===== src/rtl/synth_timing_pkg.sv =====
// Shared timing types and helpers for the synth tick generator.
// Integer math only, so every helper can be used in parameter defaults.
package synth_timing_pkg;

  typedef enum logic {
    IDLE,
    RUN
  } tick_state_e;

  // round(rate * 2^acc_w / clk)
  function automatic longint unsigned tick_inc(
    input longint unsigned rate,
    input longint unsigned clk,
    input int              acc_w
  );
    return ((rate << acc_w) + clk / 2) / clk;
  endfunction

  function automatic int frame_len(
    input int voices,
    input int envs
  );
    return voices * envs;
  endfunction

endpackage


===== src/rtl/synth_tick_gen_phase_tick.sv =====
// Fractional phase accumulator. The tick output is the raw carry-out
// of this cycle's add; the parent registers it into a strobe.
module phase_tick #(
  parameter int              ACC_W = 32,
  parameter longint unsigned INC   = 1
) (
  input  logic AUDIO_CLK,
  input  logic reset_reg_N,
  input  logic en,
  input  logic clr,
  output logic tick
);

  localparam logic [ACC_W-1:0] INC_W = ACC_W'(INC);

  logic [ACC_W-1:0] acc_q;
  logic [ACC_W-1:0] acc_d;
  logic [ACC_W-1:0] sum;
  logic             carry;

  // clr wins over en so the carry of the last add still escapes
  always_comb begin
    {carry, sum} = {1'b0, acc_q} + {1'b0, INC_W};
    acc_d = acc_q;
    if (clr) begin
      acc_d = '0;
    end else if (en) begin
      acc_d = sum;
    end
    tick = en & carry;
  end

  always_ff @(posedge AUDIO_CLK or negedge reset_reg_N) begin
    if (!reset_reg_N) begin
      acc_q <= '0;
    end else begin
      acc_q <= acc_d;
    end
  end

endmodule


===== src/rtl/synth_tick_gen.sv =====
// Tick generator: trigger edge detect, IDLE/RUN sequencer,
// voice x envelope index counter and sticky overrun flag.
module synth_tick_gen
  import synth_timing_pkg::*;
#(
  parameter int              VOICES  = 8,
  parameter int              V_OSC   = 4,
  parameter int              V_ENVS  = 2 * V_OSC,
  parameter int              V_WIDTH = 3,
  parameter int              E_WIDTH = 3,
  parameter int              ACC_W   = 32,
  parameter longint unsigned AUDIO_CLK_RATE = 90416666,
  parameter longint unsigned SAMPLE_RATE    = 44100,
  parameter longint unsigned ENV_INC = tick_inc(
    SAMPLE_RATE * 64'(VOICES * V_ENVS * 4),
    AUDIO_CLK_RATE, ACC_W),
  parameter longint unsigned OSC_INC = tick_inc(
    SAMPLE_RATE * 64'(VOICES * V_OSC * 4),
    AUDIO_CLK_RATE, ACC_W)
) (
  input  logic                       AUDIO_CLK,
  input  logic                       reset_reg_N,
  input  logic                       trig,
  input  logic                       free_run,
  input  logic                       clr_overrun,
  output logic                       osc_tick,
  output logic                       env_tick,
  output logic [V_WIDTH+E_WIDTH-1:0] xxxx,
  output logic                       xxxx_zero,
  output logic                       frame_done,
  output logic                       busy,
  output logic                       overrun
);

  localparam int XW   = V_WIDTH + E_WIDTH;
  localparam int FLEN = frame_len(VOICES, V_ENVS);
  localparam logic [XW-1:0] LAST = XW'(FLEN - 1);
  localparam longint unsigned ACC_MOD = 64'd1 << ACC_W;

  if (ACC_W < 8 || ACC_W > 32) begin : g_bad_acc_w
    $error("ACC_W must be 8..32");
  end
  if (FLEN < 2 || FLEN > (1 << XW)) begin : g_bad_frame_len
    $error("frame length does not fit the index counter");
  end
  if (ENV_INC < 1 || ENV_INC >= ACC_MOD) begin : g_bad_env_inc
    $error("ENV_INC out of range");
  end
  if (OSC_INC < 1 || OSC_INC >= ACC_MOD) begin : g_bad_osc_inc
    $error("OSC_INC out of range");
  end

  tick_state_e   state_q, state_d;
  logic          trig_q;
  logic [XW-1:0] xxxx_q, xxxx_d;
  logic          zero_q, zero_d;
  logic          done_q, done_d;
  logic          ovr_q, ovr_d;
  logic          env_tk_q, osc_tk_q;
  logic          env_c, osc_c;
  logic          run, clr, trig_rise, wrap;

  assign run = (state_q == RUN);
  assign clr = (state_d == IDLE);

  phase_tick #(.ACC_W(ACC_W), .INC(ENV_INC)) u_env (
    .AUDIO_CLK   (AUDIO_CLK),
    .reset_reg_N (reset_reg_N),
    .en          (run),
    .clr         (clr),
    .tick        (env_c)
  );

  phase_tick #(.ACC_W(ACC_W), .INC(OSC_INC)) u_osc (
    .AUDIO_CLK   (AUDIO_CLK),
    .reset_reg_N (reset_reg_N),
    .en          (run),
    .clr         (clr),
    .tick        (osc_c)
  );

  always_comb begin
    trig_rise = trig & ~trig_q;
    wrap      = env_c && (xxxx_q == LAST);
    state_d   = state_q;
    xxxx_d    = xxxx_q;
    ovr_d     = ovr_q & ~clr_overrun;
    unique case (state_q)
      IDLE: begin
        if (trig_rise || free_run) state_d = RUN;
      end
      RUN: begin
        if (env_c) xxxx_d = wrap ? '0 : xxxx_q + XW'(1);
        if (wrap && !free_run && !trig_rise) state_d = IDLE;
        if (trig_rise && !wrap) ovr_d = 1'b1;
      end
    endcase
    zero_d = (xxxx_d == '0);
    done_d = wrap;
  end

  always_ff @(posedge AUDIO_CLK or negedge reset_reg_N) begin
    if (!reset_reg_N) begin
      state_q  <= IDLE;
      trig_q   <= 1'b0;
      xxxx_q   <= '0;
      zero_q   <= 1'b1;
      done_q   <= 1'b0;
      ovr_q    <= 1'b0;
      env_tk_q <= 1'b0;
      osc_tk_q <= 1'b0;
    end else begin
      state_q  <= state_d;
      trig_q   <= trig;
      xxxx_q   <= xxxx_d;
      zero_q   <= zero_d;
      done_q   <= done_d;
      ovr_q    <= ovr_d;
      env_tk_q <= env_c;
      osc_tk_q <= osc_c;
    end
  end

  assign osc_tick   = osc_tk_q;
  assign env_tick   = env_tk_q;
  assign xxxx       = xxxx_q;
  assign xxxx_zero  = zero_q;
  assign frame_done = done_q;
  assign busy       = run;
  assign overrun    = ovr_q;

endmodule


===== config.mk =====
export PLATFORM = sky130hd
export DESIGN_NAME = synth_tick_gen
export DESIGN_NICKNAME = d
export VERILOG_FILES = /design/src/rtl/synth_timing_pkg.sv /design/src/rtl/synth_tick_gen_phase_tick.sv /design/src/rtl/synth_tick_gen.sv
export SDC_FILE = /design/constraint.sdc
export NUM_CORES = 1
export LEC_CHECK = 0
export CORE_UTILIZATION = 45
export CTS_BUF_LIST = sky130_fd_sc_hd__clkbuf_16
export DETAILED_ROUTE_END_ITERATION = 7
export SETUP_SLACK_MARGIN = 0.05
export SYNTH_ARGS = -nofsm -noshare
export SYNTH_HDL_FRONTEND = slang
export SYNTH_SLANG_ARGS = --single-unit

===== constraint.sdc =====
create_clock -name AUDIO_CLK -period 5.9 [get_ports AUDIO_CLK]
set_input_delay 0.59 -clock AUDIO_CLK [delete_from_list [all_inputs] [get_ports AUDIO_CLK]]
set_output_delay 0.59 -clock AUDIO_CLK [all_outputs]
set_load 0.01 [all_outputs]

After elaboration in Yosys (flattened, before gate mapping)
Index checks and enable logic that the tools add are counted.
- flip-flop bits (word level): 77
- bits of input ports: 5
- output and inout port bits: 12
- word-level logic and storage cells: 43
- add/sub/neg operators: 3
- equality and inequality tests: 2
- muxes and demuxes: 12
- bitwise gates (word level): 7
- reduce and logical (&&, ||, !) cells: 9
- operators with widths (cell ; number):
    $mux 32 ; 4
    $add 32x28->33 const B ; 1
    $add 32x29->33 const B ; 1
    $mux 6 ; 3
    $add 6x1->6 const B ; 1
    $eq 6x6->1 const B ; 1
    $logic_not 6->1 ; 1
    $and 1x1->1 ; 4
    $logic_and 1x1->1 ; 4
    $mux 1 ; 4
    $logic_not 1->1 ; 3
    $not 1->1 ; 3
    $ne 2x2->1 const B ; 1
    $pmux 1 s2 ; 1
    $logic_or 1x1->1 ; 1

Depth between registers and ports, before layout
Gate-level depths: netlist (run 1).
- word-level depth: 8
- mapped depth: 8
- gate-level depth less buffers: 8

By module
From an unflattened synthesis (run 1), not the netlist that was laid out.
- cell total of the unflattened synthesis: 491
- area total of the unflattened synthesis: 4586.9 sq um
- modules (own cells, without submodules) (module ; instances ; cells an instance ; area each (sq um) ; seq. area each (sq um)):
    phase_tick (u_osc) ; 1 ; 229 ; 2033.2 ; 800.8
    phase_tick (u_env) ; 1 ; 216 ; 2004.4 ; 800.8
    synth_tick_gen ; 1 ; 46 ; 549.3 ; 326.6

Worst setup path after synthesis (run 1)
Ideal clock, no wire load.
- kind: flip-flop to flip-flop
- from: register u_env.acc_q[0]
- to: register zero_q (netlist: xxxx_zero)
- setup time: 0.090 ns
- data arrival time: 2.237 ns
- required time: 5.810 ns
- slack: 3.573 ns
- cell stages (with the launch flop): 8
- buffers on the path: 0
- clock period less this slack: 2.327 ns
- cells stage by stage: dfrtp_1 ha_1 or3_4 a221o_1 a211o_1 and3_1 xnor2_2 nor4_2
- longest elaborated chain between the ends: 7
- ends and longest elaborated chain (element ; line ; text):
    from (decl) ; synth_tick_gen_phase_tick.sv:16 ; logic [ACC_W-1:0] acc_q;
    from (signal assigned) ; synth_tick_gen_phase_tick.sv:35 ; acc_q <= '0;
    from (signal assigned) ; synth_tick_gen_phase_tick.sv:37 ; acc_q <= acc_d;
    $add 32x29->33 * ; synth_tick_gen_phase_tick.sv:23 ; {carry, sum} = {1'b0, acc_q} + {1'b0, INC_W};
    $and 1x1->1 * ; synth_tick_gen_phase_tick.sv:30 ; tick = en & carry;
    $logic_and 1x1->1 ; synth_tick_gen.sv:84 ; wrap = env_c && (xxxx_q == LAST);
    $mux 6 ; synth_tick_gen.sv:93 ; if (env_c) xxxx_d = wrap ? '0 : xxxx_q + XW'(1);
    $mux 6 * ; synth_tick_gen.sv:93 ;
    $mux 6 * ; synth_tick_gen.sv:88 ; unique case (state_q)
    net xxxx_d[2] ; synth_tick_gen.sv:55 ; logic [XW-1:0] xxxx_q, xxxx_d;
    $logic_not 6->1 * ; synth_tick_gen.sv:98 ; zero_d = (xxxx_d == '0);
    net zero_d ; synth_tick_gen.sv:56 ; logic zero_q, zero_d;
    to (signal assigned) ; synth_tick_gen.sv:116 ; zero_q <= zero_d;
    to (decl) ; synth_tick_gen.sv:56 ;
Mark *: on every way through the listed nets, which the timed path passes. The rest lies on a longest branch.
A chain may end at the register's enable or synchronous reset.

Final worst setup path (run 1)
- from: register u_env.acc_q[0]
- to: register u_env.acc_q[6]
- longest elaborated chain between the ends: 8
- elaborated cells between the ends (all ways): 10
- those cells by class: add/sub: 1; eq/ne: 1; mux: 4; bitwise: 1; reduce/logical: 3
- ends and longest elaborated chain (element ; line ; text):
    $add 32x29->33 * ; synth_tick_gen_phase_tick.sv:23 ;
    $and 1x1->1 ; synth_tick_gen_phase_tick.sv:30 ;
    $logic_and 1x1->1 ; synth_tick_gen.sv:84 ;
    $logic_and 1x1->1 (2 in series) ; synth_tick_gen.sv:94 ; if (wrap && !free_run && !trig_rise) state_d = IDLE;
    $mux 1 ; synth_tick_gen.sv:94 ;
    $pmux 1 s2 ; synth_tick_gen.sv:88 ;
    $ne 2x2->1 (no line) or $mux 32 (tied branches) ; - ;
Every way passes the cells marked *; elsewhere a longest branch is shown, timed or not. The select of a mux whose other input is x is not followed.

==> impl_metrics.toml, run 1 <==
[clocking]
cts.path.max_buffers = 2
cts_root_buffer = "sky130_fd_sc_hd__clkbuf_16"
cts.reportedPaths.clkPinSlew_ps = 60
clk-insertion-delay-late_ps = 330
clock_sinks = 77
cts_repair_resize_count = 0
cts_tree = "built"
number_of_hold_buffers_added_after_cts = 0
cts.repair_timing.setup_buffer_count = 0
htreeDepth = 3
cts-buffers-inserted = 9

[floorplan]
die_w_um = 97
die_height_um = 97
ioPinCount = 17
floorplan.core_area_um2 = 8720
die-area_um2 = 9410
row_count = 34
effective_utilization_at_floorplan_pct = 46.6

[logic_synthesis]
syn-num-nets = 433
yosysUniqueCellTypes = 58
synth_sequential_area_ratio_pct = 47.5
postSynthCellCount = 425
mappedNetlistArea_um2 = 4060
synth_warnings = 0
post_synth.cell_area_avg_um2 = 9.56
ys_async_sr_fraction_pct = 100
ys.flop_type = "sky130_fd_sc_hd__dfrtp_1"
yosys_register_bits = 77
synth_enable_flop_cells = 0

[critical_path]
crit_path_cell_trace = "ha_1 -> or3_4 -> a221o_1 -> a211o_1 -> nand3_2 -> a21boi_4 -> buf_4 -> nor2_1"
cp_max_fo = 62
endpoint = "u_env.acc_q[6]$_DFFE_PN0P_"
path_class = "flip-flop to flip-flop"
maximum_single_stage_delay_on_the_critical_path_ps = 420
critPathRequiredTime_ps = 6150
cpMaxStageDelayCell = "sky130_fd_sc_hd__dfrtp_1"
start_kind = "flip-flop"
crit_start = "u_env.acc_q[0]$_DFFE_PN0P_"
worst-endpoint-arrival_ps = 2910
r2r-end = "u_env.acc_q[6]$_DFFE_PN0P_"
rrSetupSlack_ps = 3240
worst-r2r-cell-count = 8
crit_path_end_kind = "flip-flop"
crit-reg2reg-launch = "u_env.acc_q[0]$_DFFE_PN0P_"

[finish]
layout.cell_area.non_filler_um2 = 4550
post_route_cells_drive_above_1_share_pct = 7.21
final.fill_count = 814
final_cell_mix = "86 x sky130_fd_sc_hd__nor2_1, 76 x sky130_fd_sc_hd__dfrtp_1, 35 x sky130_fd_sc_hd__xnor2_1"
area_growth_syn_to_layout_pct = 12.1
final_core_utilization_pct = 52.2
layout.cells.most_common = "sky130_fd_sc_hd__nor2_1"
layout.area.seq_um2 = 1930
antenna_cells = 0
area_of_combinational_cells_with_multiple_inputs_um2 = 2000
nNetsFinal = 447

[pwr]
share_clk_of_total_power_pct = 20.1
p_seq_share_pct = 40.8
power.net_switching_mw = 0.990
p_int_mw = 1.62
static-leakage-power_nw = 1.89
power_density_nw_per_um2 = 573
power_frac_comb_pct = 39.1
netSwitchingFraction_pct = 38.0
power.ir.vdd_worst_uv = 201

[grt]
largest_net_degree_at_the_start_of_global_routing = 78
first_pass_grt_wire_length_um = 13800
antenna_found_initial = 0
global_route.overflow_total = 0
grt.total_usage_pct = 18.1
grt_pass1_vias = 2946

[sta]
rsz0062_at_grt = "no"
timing.slew.headroom_pct = 35.5
finalHoldViolations = 0
worst_pin_slew_ps = 968
maxClockFrequency_mhz = 376
final-max-slew-violation-count = 0
setup_viol = 0
fin_crit_sh_pct = 45.1
fin_setup_tns_ps = 0
finalClockSkew_ps = 5.56
period_minus_slack_ps = 2660

[drt]
drtPass1Iterations = 4
detail_route.drc_violations = 0
detail_route.wirelength_um = 7820
antenna_nets_post_route = 0
wl_per_cell_um = 14.2
routed-via-count = 3015
detail_route.vias_per_cell = 5.46
drtIter0Drc = 196

[job]
timing.max_cap.violations = 0

[min_path]
worstHoldPathType = "primary input to asynchronous set/reset pin"

[place]
area_post_placement_um2 = 4270
place.detailed.hpwl_um = 5010
finalWeightedCongestion = 0.791
io_buffer_count = 16

[outcome]
status = "finished, final reports clean"
[how the worst min path moves through the flow]
stage                               endpoint  depth (start not counted)  slack [ps]
final                     env_tick$_DFF_PN0_                          1         420
after global routing      env_tick$_DFF_PN0_                          1         520
after CTS                  xxxx[3]$_DFF_PN0_                          1         470
after detailed placement   overrun$_DFF_PN0_                          1         490
after global placement     overrun$_DFF_PN0_                          1         470
after floorplan               busy$_DFF_PN0_                          0         290
[layout make-up]
| class | instances | area share, % |
|---|---|---|
| timing repair buffer | 18 | 3.79 |
| sequential | 77 | 42.3 |
| inverter | 9 | 0.742 |
| tap | 108 | 2.97 |
| clock buffer | 9 | 4.95 |
| clock inverter | 7 | 1.26 |
| multi-input combinational | 324 | 43.9 |
[worst max-delay path: cells and delay by family, from the launching register on]
kind | cells | cell delay (ps)
compound gates | 3 | 850
fa+ha+maj | 1 | 230
buf+inv | 1 | 340
flops | 1 | 420
simple gates | 3 | 710
[power groups by stage]
stage               combinational (mW)  clock, mW  sequential (mW)
floorplan                        0.833          0             1.02
global placement                 0.996          0             1.06
detailed placement                1.02          0             1.07
CTS                               1.03      0.541             1.06
global route                      1.16      0.564             1.10
finish                            1.02      0.525             1.06
[cells by family (layout without fill, tap and decap cells)]
| group | after synthesis | after routing | share of synthesized area (%) |
|---|---|---|---|
| flip-flops | 77 | 77 | 47.5 |
| multiplexers | 2 | 2 | 0.554 |
| AND/OR/NAND/NOR | 193 | 193 | 22.7 |
| adder cells (fa/ha/maj) | 3 | 3 | 0.924 |
| AO/OA/AOI/OAI | 68 | 68 | 12.3 |
| XOR/XNOR | 58 | 58 | 12.7 |
| buffers and inverters | 24 | 43 | 3.36 |
[stage by stage]
step                setup slack (ps)  cells  total power, mW  hold WS [ps]
finish                          3240    552             2.61           423
detailed placement              3100    536             2.09           485
floorplan                       3570    425             1.85           294
CTS                             3220    552             2.63           470
global placement                3150    536             2.06           473
global route                    3060    552             2.83           524
[cell usage after synthesis (all sizes together), types with 9 or more instances]
cell	n	area, µm²
nand3	13	70.1
o21ai	13	68.8
xor2	22	193
a21oi	15	82.6
nor3	14	70.1
nand2	28	105
a211oi	10	95.1
xnor2	36	323
inv	9	33.8
or3	12	80.1
nor4	14	93.8
nor2	86	323
dfrtp	76	1900
[routing by layer]
layer	track usage [%]	vias to the layer above	share of wire [%]
li1	-	1508	-
met1	26.0	1443	52
met2	27.8	52	44
met3	2.46	12	2.7
met4	7.23	0	1.7
met5	0	-	0
Note: power is estimated with default switching activity, not from simulation.
==> run 2: changes to the inputs <==
==> constraint.sdc (replaced) <==
create_clock -name AUDIO_CLK -period 2.7 [get_ports AUDIO_CLK]
set_input_delay 0.27 -clock AUDIO_CLK [delete_from_list [all_inputs] [get_ports AUDIO_CLK]]
set_output_delay 0.27 -clock AUDIO_CLK [all_outputs]
set_load 0.01 [all_outputs]
==> impl_metrics.toml, run 2 (synthesized netlist as in run 1, its figures left out) <==
[outcome]
status = "finished, final reports clean"

[critical_path]
cp_max_fo = 7
rrSetupSlack_ps = 230
critPathRequiredTime_ps = 2940
start_kind = "flip-flop"
crit_path_end_kind = "flip-flop"
worst-endpoint-arrival_ps = 2710
path_class = "flip-flop to flip-flop"

[job]
timing.max_cap.violations = 0

[finish]
layout.cells.most_common = "sky130_fd_sc_hd__nor2_1"
final_cell_mix = "86 x sky130_fd_sc_hd__nor2_1, 76 x sky130_fd_sc_hd__dfrtp_1, 35 x sky130_fd_sc_hd__xnor2_1"
post_route_cells_drive_above_1_share_pct = 7.83
nNetsFinal = 450
area_growth_syn_to_layout_pct = 12.5
antenna_cells = 0
post_layout_nonfiller_instances = 555

[sta]
timing.slew.headroom_pct = 36.0
fin_setup_tns_ps = 0
worst_pin_slew_ps = 960
maxClockFrequency_mhz = 405
rsz0062_at_grt = "no"
period_minus_slack_ps = 2470
finalClockSkew_ps = 9.52
finalHoldViolations = 0
final-max-slew-violation-count = 0
setup_viol = 0
worst_slack_ps = 233
fin_crit_sh_pct = 91.4

[floorplan]
die_w_um = 97
die_height_um = 97
die-area_um2 = 9410
ioPinCount = 17
row_count = 34
effective_utilization_at_floorplan_pct = 46.6
floorplan.core_area_um2 = 8720

[pwr]
power.ir.vdd_worst_uv = 448
static-leakage-power_nw = 1.90
power_density_nw_per_um2 = 1230

[drt]
routed-via-count = 3064
drtIter0Drc = 217
detail_route.wirelength_um = 7990
wl_per_cell_um = 14.4
drtPass1Iterations = 4
detail_route.drc_violations = 0
detail_route.vias_per_cell = 5.52
antenna_nets_post_route = 0

[grt]
global_route.overflow_total = 0
antenna_found_initial = 0
grt_pass1_vias = 3028
first_pass_grt_wire_length_um = 14400
largest_net_degree_at_the_start_of_global_routing = 78
grt.total_usage_pct = 18.7

[clocking]
number_of_hold_buffers_added_after_cts = 0
cts_tree = "built"
clock_sinks = 77
cts-buffers-inserted = 9
cts.reportedPaths.clkPinSlew_ps = 60
cts_repair_resize_count = 0
cts_root_buffer = "sky130_fd_sc_hd__clkbuf_16"
cts.repair_timing.setup_buffer_count = 0
clk-insertion-delay-late_ps = 330
htreeDepth = 3
cts.path.max_buffers = 2

[place]
place_worst_setup_slack_ps = 260
io_buffer_count = 16
finalWeightedCongestion = 0.769
number_of_instances_in_the_placed_design = 539
place.detailed.hpwl_um = 5130

[min_path]
worstHoldPathType = "primary input to asynchronous set/reset pin"
-- run 2: cell count changes in the layout (fill, tap and decap cells not counted), sizes merged --
cell      delta
buf          +3
bufinv       -1
clkinv       -2
clkinvlp     +1
inv          +2
-- run 2: layout make-up --
| cell class | count | area (µm²) |
|---|---|---|
| clock buffers | 9 | 225 |
| clock inverters | 7 | 38.8 |
| fillers | 809 | 4150 |
| inverters | 9 | 33.8 |
| multi-input cells | 324 | 2000 |
| flip-flops and latches | 77 | 1930 |
| well taps | 108 | 135 |
| repair buffers | 21 | 208 |
-- run 2: path summary, 6_finish.rpt --
| kind | endpoint | start | cells after the start |
|---|---|---|---|
| max | xxxx_zero$_DFF_PN1_ | u_env.acc_q[0]$_DFFE_PN0P_ | 7 |
| min | xxxx[3]$_DFF_PN0_ | reset_reg_N | 1 |
| max reg2reg | xxxx_zero$_DFF_PN1_ | u_env.acc_q[0]$_DFFE_PN0P_ | 7 |
| min reg2reg | overrun$_DFF_PN0_ | overrun$_DFF_PN0_ | 1 |
| max in group asynchronous | u_osc.acc_q[4]$_DFFE_PN0P_ | reset_reg_N | 1 |
| min in group AUDIO_CLK | trig_q$_DFF_PN0_ | trig | 1 |
-- run 2: critical path, stage by stage (launching register included) --
cell and delay, ps:
sky130_fd_sc_hd__dfrtp_1 410, sky130_fd_sc_hd__ha_1 230, sky130_fd_sc_hd__or3_4 350, sky130_fd_sc_hd__a221o_1 360
sky130_fd_sc_hd__a211o_1 380, sky130_fd_sc_hd__and3_1 230, sky130_fd_sc_hd__xnor2_2 140, sky130_fd_sc_hd__nor4_2 270
-- run 2: layer usage --
layer	GRT usage, %	vias to the layer above	part of all wire [%]
li1	-	1512	-
met2	28.3	48	44
met3	3.03	5	4.0
met1	27.0	1499	51
met4	6.54	0	0.84
met5	0	-	0
-- run 2: stage by stage --
stage | cell area [µm²] | utilization, % | total power, mW | hold slack [ps]
floorplan | 4060 | - | 4.04 | -25.6
global placement | 4310 | 49.4 | 4.51 | 478
detailed placement | 4310 | 49.4 | 4.57 | 496
CTS | 4570 | 52.4 | 5.68 | 148
global route | 4570 | 52.4 | 6.16 | 198
finish | 4570 | 52.4 | 5.62 | 91.2
-- run 2: power by group --
group | switching (mW) | internal (mW) | leakage [nW]
combinational | 1.12 | 1.11 | 0.854
clock | 0.453 | 0.610 | 0.133
sequential | 0.594 | 1.73 | 0.910
==> run 3: changes to the inputs <==
==> constraint.sdc (replaced) <==
create_clock -name AUDIO_CLK -period 2.09 [get_ports AUDIO_CLK]
set_input_delay 0.209 -clock AUDIO_CLK [delete_from_list [all_inputs] [get_ports AUDIO_CLK]]
set_output_delay 0.209 -clock AUDIO_CLK [all_outputs]
set_load 0.01 [all_outputs]
==> impl_metrics.toml, run 3 (synthesized netlist as in run 1, its figures left out) <==
[min_path]
timing.hold.worst.start = "trig"
worst_hold_path.num_cells = 1
min_delay_worst_endpoint = "trig_q$_DFF_PN0_"
worstHoldPathType = "primary input to flip-flop"

[drt]
detail_route.vias_per_cell = 5.39
antenna_nets_post_route = 0
wl_per_cell_um = 14.7
detail_route.drc_violations = 0
routed-via-count = 3253
drtIter0Drc = 107
drtPass1Iterations = 4
detail_route.wirelength_um = 8870

[place]
finalWeightedCongestion = 0.804
number_of_instances_in_the_placed_design = 585
area_post_placement_um2 = 4710
io_buffer_count = 16
place_worst_setup_slack_ps = -200
place.detailed.hpwl_um = 5960

[finish]
post_route_cells_drive_above_1_share_pct = 29.4
antenna_cells = 0
final_cell_mix = "76 x sky130_fd_sc_hd__dfrtp_1, 45 x sky130_fd_sc_hd__buf_4, 40 x sky130_fd_sc_hd__nor2_1"
layout.cell_area.non_filler_um2 = 5310
area_growth_syn_to_layout_pct = 30.8
post_layout_nonfiller_instances = 604
area_of_combinational_cells_with_multiple_inputs_um2 = 2220
nNetsFinal = 500
layout.cells.most_common = "sky130_fd_sc_hd__dfrtp_1"
final.fill_count = 720
layout.area.seq_um2 = 1930

[critical_path]
worst-r2r-cell-count = 8
cp_max_fo = 13
crit_path_end_kind = "flip-flop"
path_class = "flip-flop to flip-flop"
cpMaxStageDelayCell = "sky130_fd_sc_hd__dfrtp_1"
crit-reg2reg-launch = "u_env.acc_q[0]$_DFFE_PN0P_"
critPathRequiredTime_ps = 2350
worst-endpoint-arrival_ps = 2510
crit_path_cell_trace = "ha_2 -> or3_4 -> a221o_1 -> a211o_4 -> nand3_4 -> a21boi_4 -> clkbuf_16 -> nor2_1"
maximum_single_stage_delay_on_the_critical_path_ps = 390
start_kind = "flip-flop"
rrSetupSlack_ps = -160
r2r-end = "u_env.acc_q[3]$_DFFE_PN0P_"

[sta]
worst_slack_ps = -160
rsz0062_at_grt = "yes"
timing.slew.headroom_pct = 60.0
period_minus_slack_ps = 2250
maxClockFrequency_mhz = 444
finalClockSkew_ps = 6.84
final-max-slew-violation-count = 0
hold_slack_ps = 395
setup_viol = 65
finalHoldViolations = 0
worst_pin_slew_ps = 600
fin_crit_sh_pct = 108

[grt]
grt_pass1_vias = 3324
first_pass_grt_wire_length_um = 15500
antenna_found_initial = 0
largest_net_degree_at_the_start_of_global_routing = 47
grt.total_usage_pct = 20.2
global_route.overflow_total = 0

[floorplan]
die-area_um2 = 9410
row_count = 34
floorplan.core_area_um2 = 8720
ioPinCount = 17
die_w_um = 97
die_height_um = 97
effective_utilization_at_floorplan_pct = 46.6

[clocking]
cts_root_buffer = "sky130_fd_sc_hd__clkbuf_16"
cts.path.max_buffers = 2
cts-buffers-inserted = 9
clk-insertion-delay-late_ps = 330
cts.reportedPaths.clkPinSlew_ps = 60
htreeDepth = 3
clock_sinks = 77
cts_tree = "built"

[outcome]
failed_checks = "setup timing"
status = "complete, but fails checks"

[pwr]
static-leakage-power_nw = 2.18
power_density_nw_per_um2 = 1650
fin_total_pwr_mw = 8.79
power.ir.vdd_worst_uv = 554

[job]
timing.max_cap.violations = 0
-- run 3: worst max path at each step --
stage                     depth (start not counted)  slack (ps)                        from                         end
after global routing                              7        -230  u_env.acc_q[1]$_DFFE_PN0P_         xxxx_zero$_DFF_PN1_
after CTS                                         7        -150  u_env.acc_q[1]$_DFFE_PN0P_         xxxx_zero$_DFF_PN1_
final                                             8        -160  u_env.acc_q[0]$_DFFE_PN0P_  u_env.acc_q[3]$_DFFE_PN0P_
after floorplan                                   7        -140  u_env.acc_q[0]$_DFFE_PN0P_         xxxx_zero$_DFF_PN1_
after detailed placement                          7        -200  u_env.acc_q[1]$_DFFE_PN0P_         xxxx_zero$_DFF_PN1_
after global placement                            7        -160  u_env.acc_q[1]$_DFFE_PN0P_         xxxx_zero$_DFF_PN1_
-- run 3: through the flow --
step	TNS, ps	utilization, %
3_3_place_gp	-7380	54.0
6_report	-7010	60.9
5_1_grt	-12340	60.9
4_1_cts	-5790	58.9
2_1_floorplan	-5250	-
3_5_place_dp	-10100	54.0
-- run 3: layout make-up --
type	count	share of cell area [%]
clock inverters	6	1.95
repair buffers	71	12.6
well taps	108	2.54
clock buffers	9	4.24
inverters	9	0.636
multi-input cells	324	41.8
flip-flops and latches	77	36.3
-- run 3: power breakdown --
part | switching [mW] | leakage, nW | total [mW] | internal, mW
Combinational | 1.94 | 1.11 | 4.15 | 2.20
Sequential | 0.662 | 0.910 | 2.90 | 2.24
Clock | 0.596 | 0.166 | 1.75 | 1.15
Total | 3.20 | 2.18 | 8.79 | 5.59
-- run 3: per-layer routing --
metal  vias to the layer above  wire, µm  GRT usage (%)  part of all wire (%)
li1                       1615         -              -                     -
met1                      1592      4500           28.8                    51
met2                        37      4010           30.9                    45
met3                         9       231           4.34                   2.6
met4                         0       120           6.08                   1.4
met5                         -         0              0                     0
-- run 3: repair_timing --
action,CTS,global route
gates cloned,1,1
hold endpoints to repair,44,0
hold buffers,1,0
resized for setup,23,49
pin swaps,6,5
setup buffers,1,1
setup endpoints to repair,73,75
-- run 3: worst max-delay path: cells and delay by family, from the launching register on --
family                     cells  cell delay, ps
AOI/OAI and AO/OA              3             880
buffers and inverters          1             210
and+or+nand+nor                3             510
adders and majority gates      1             180
DFF                            1             390
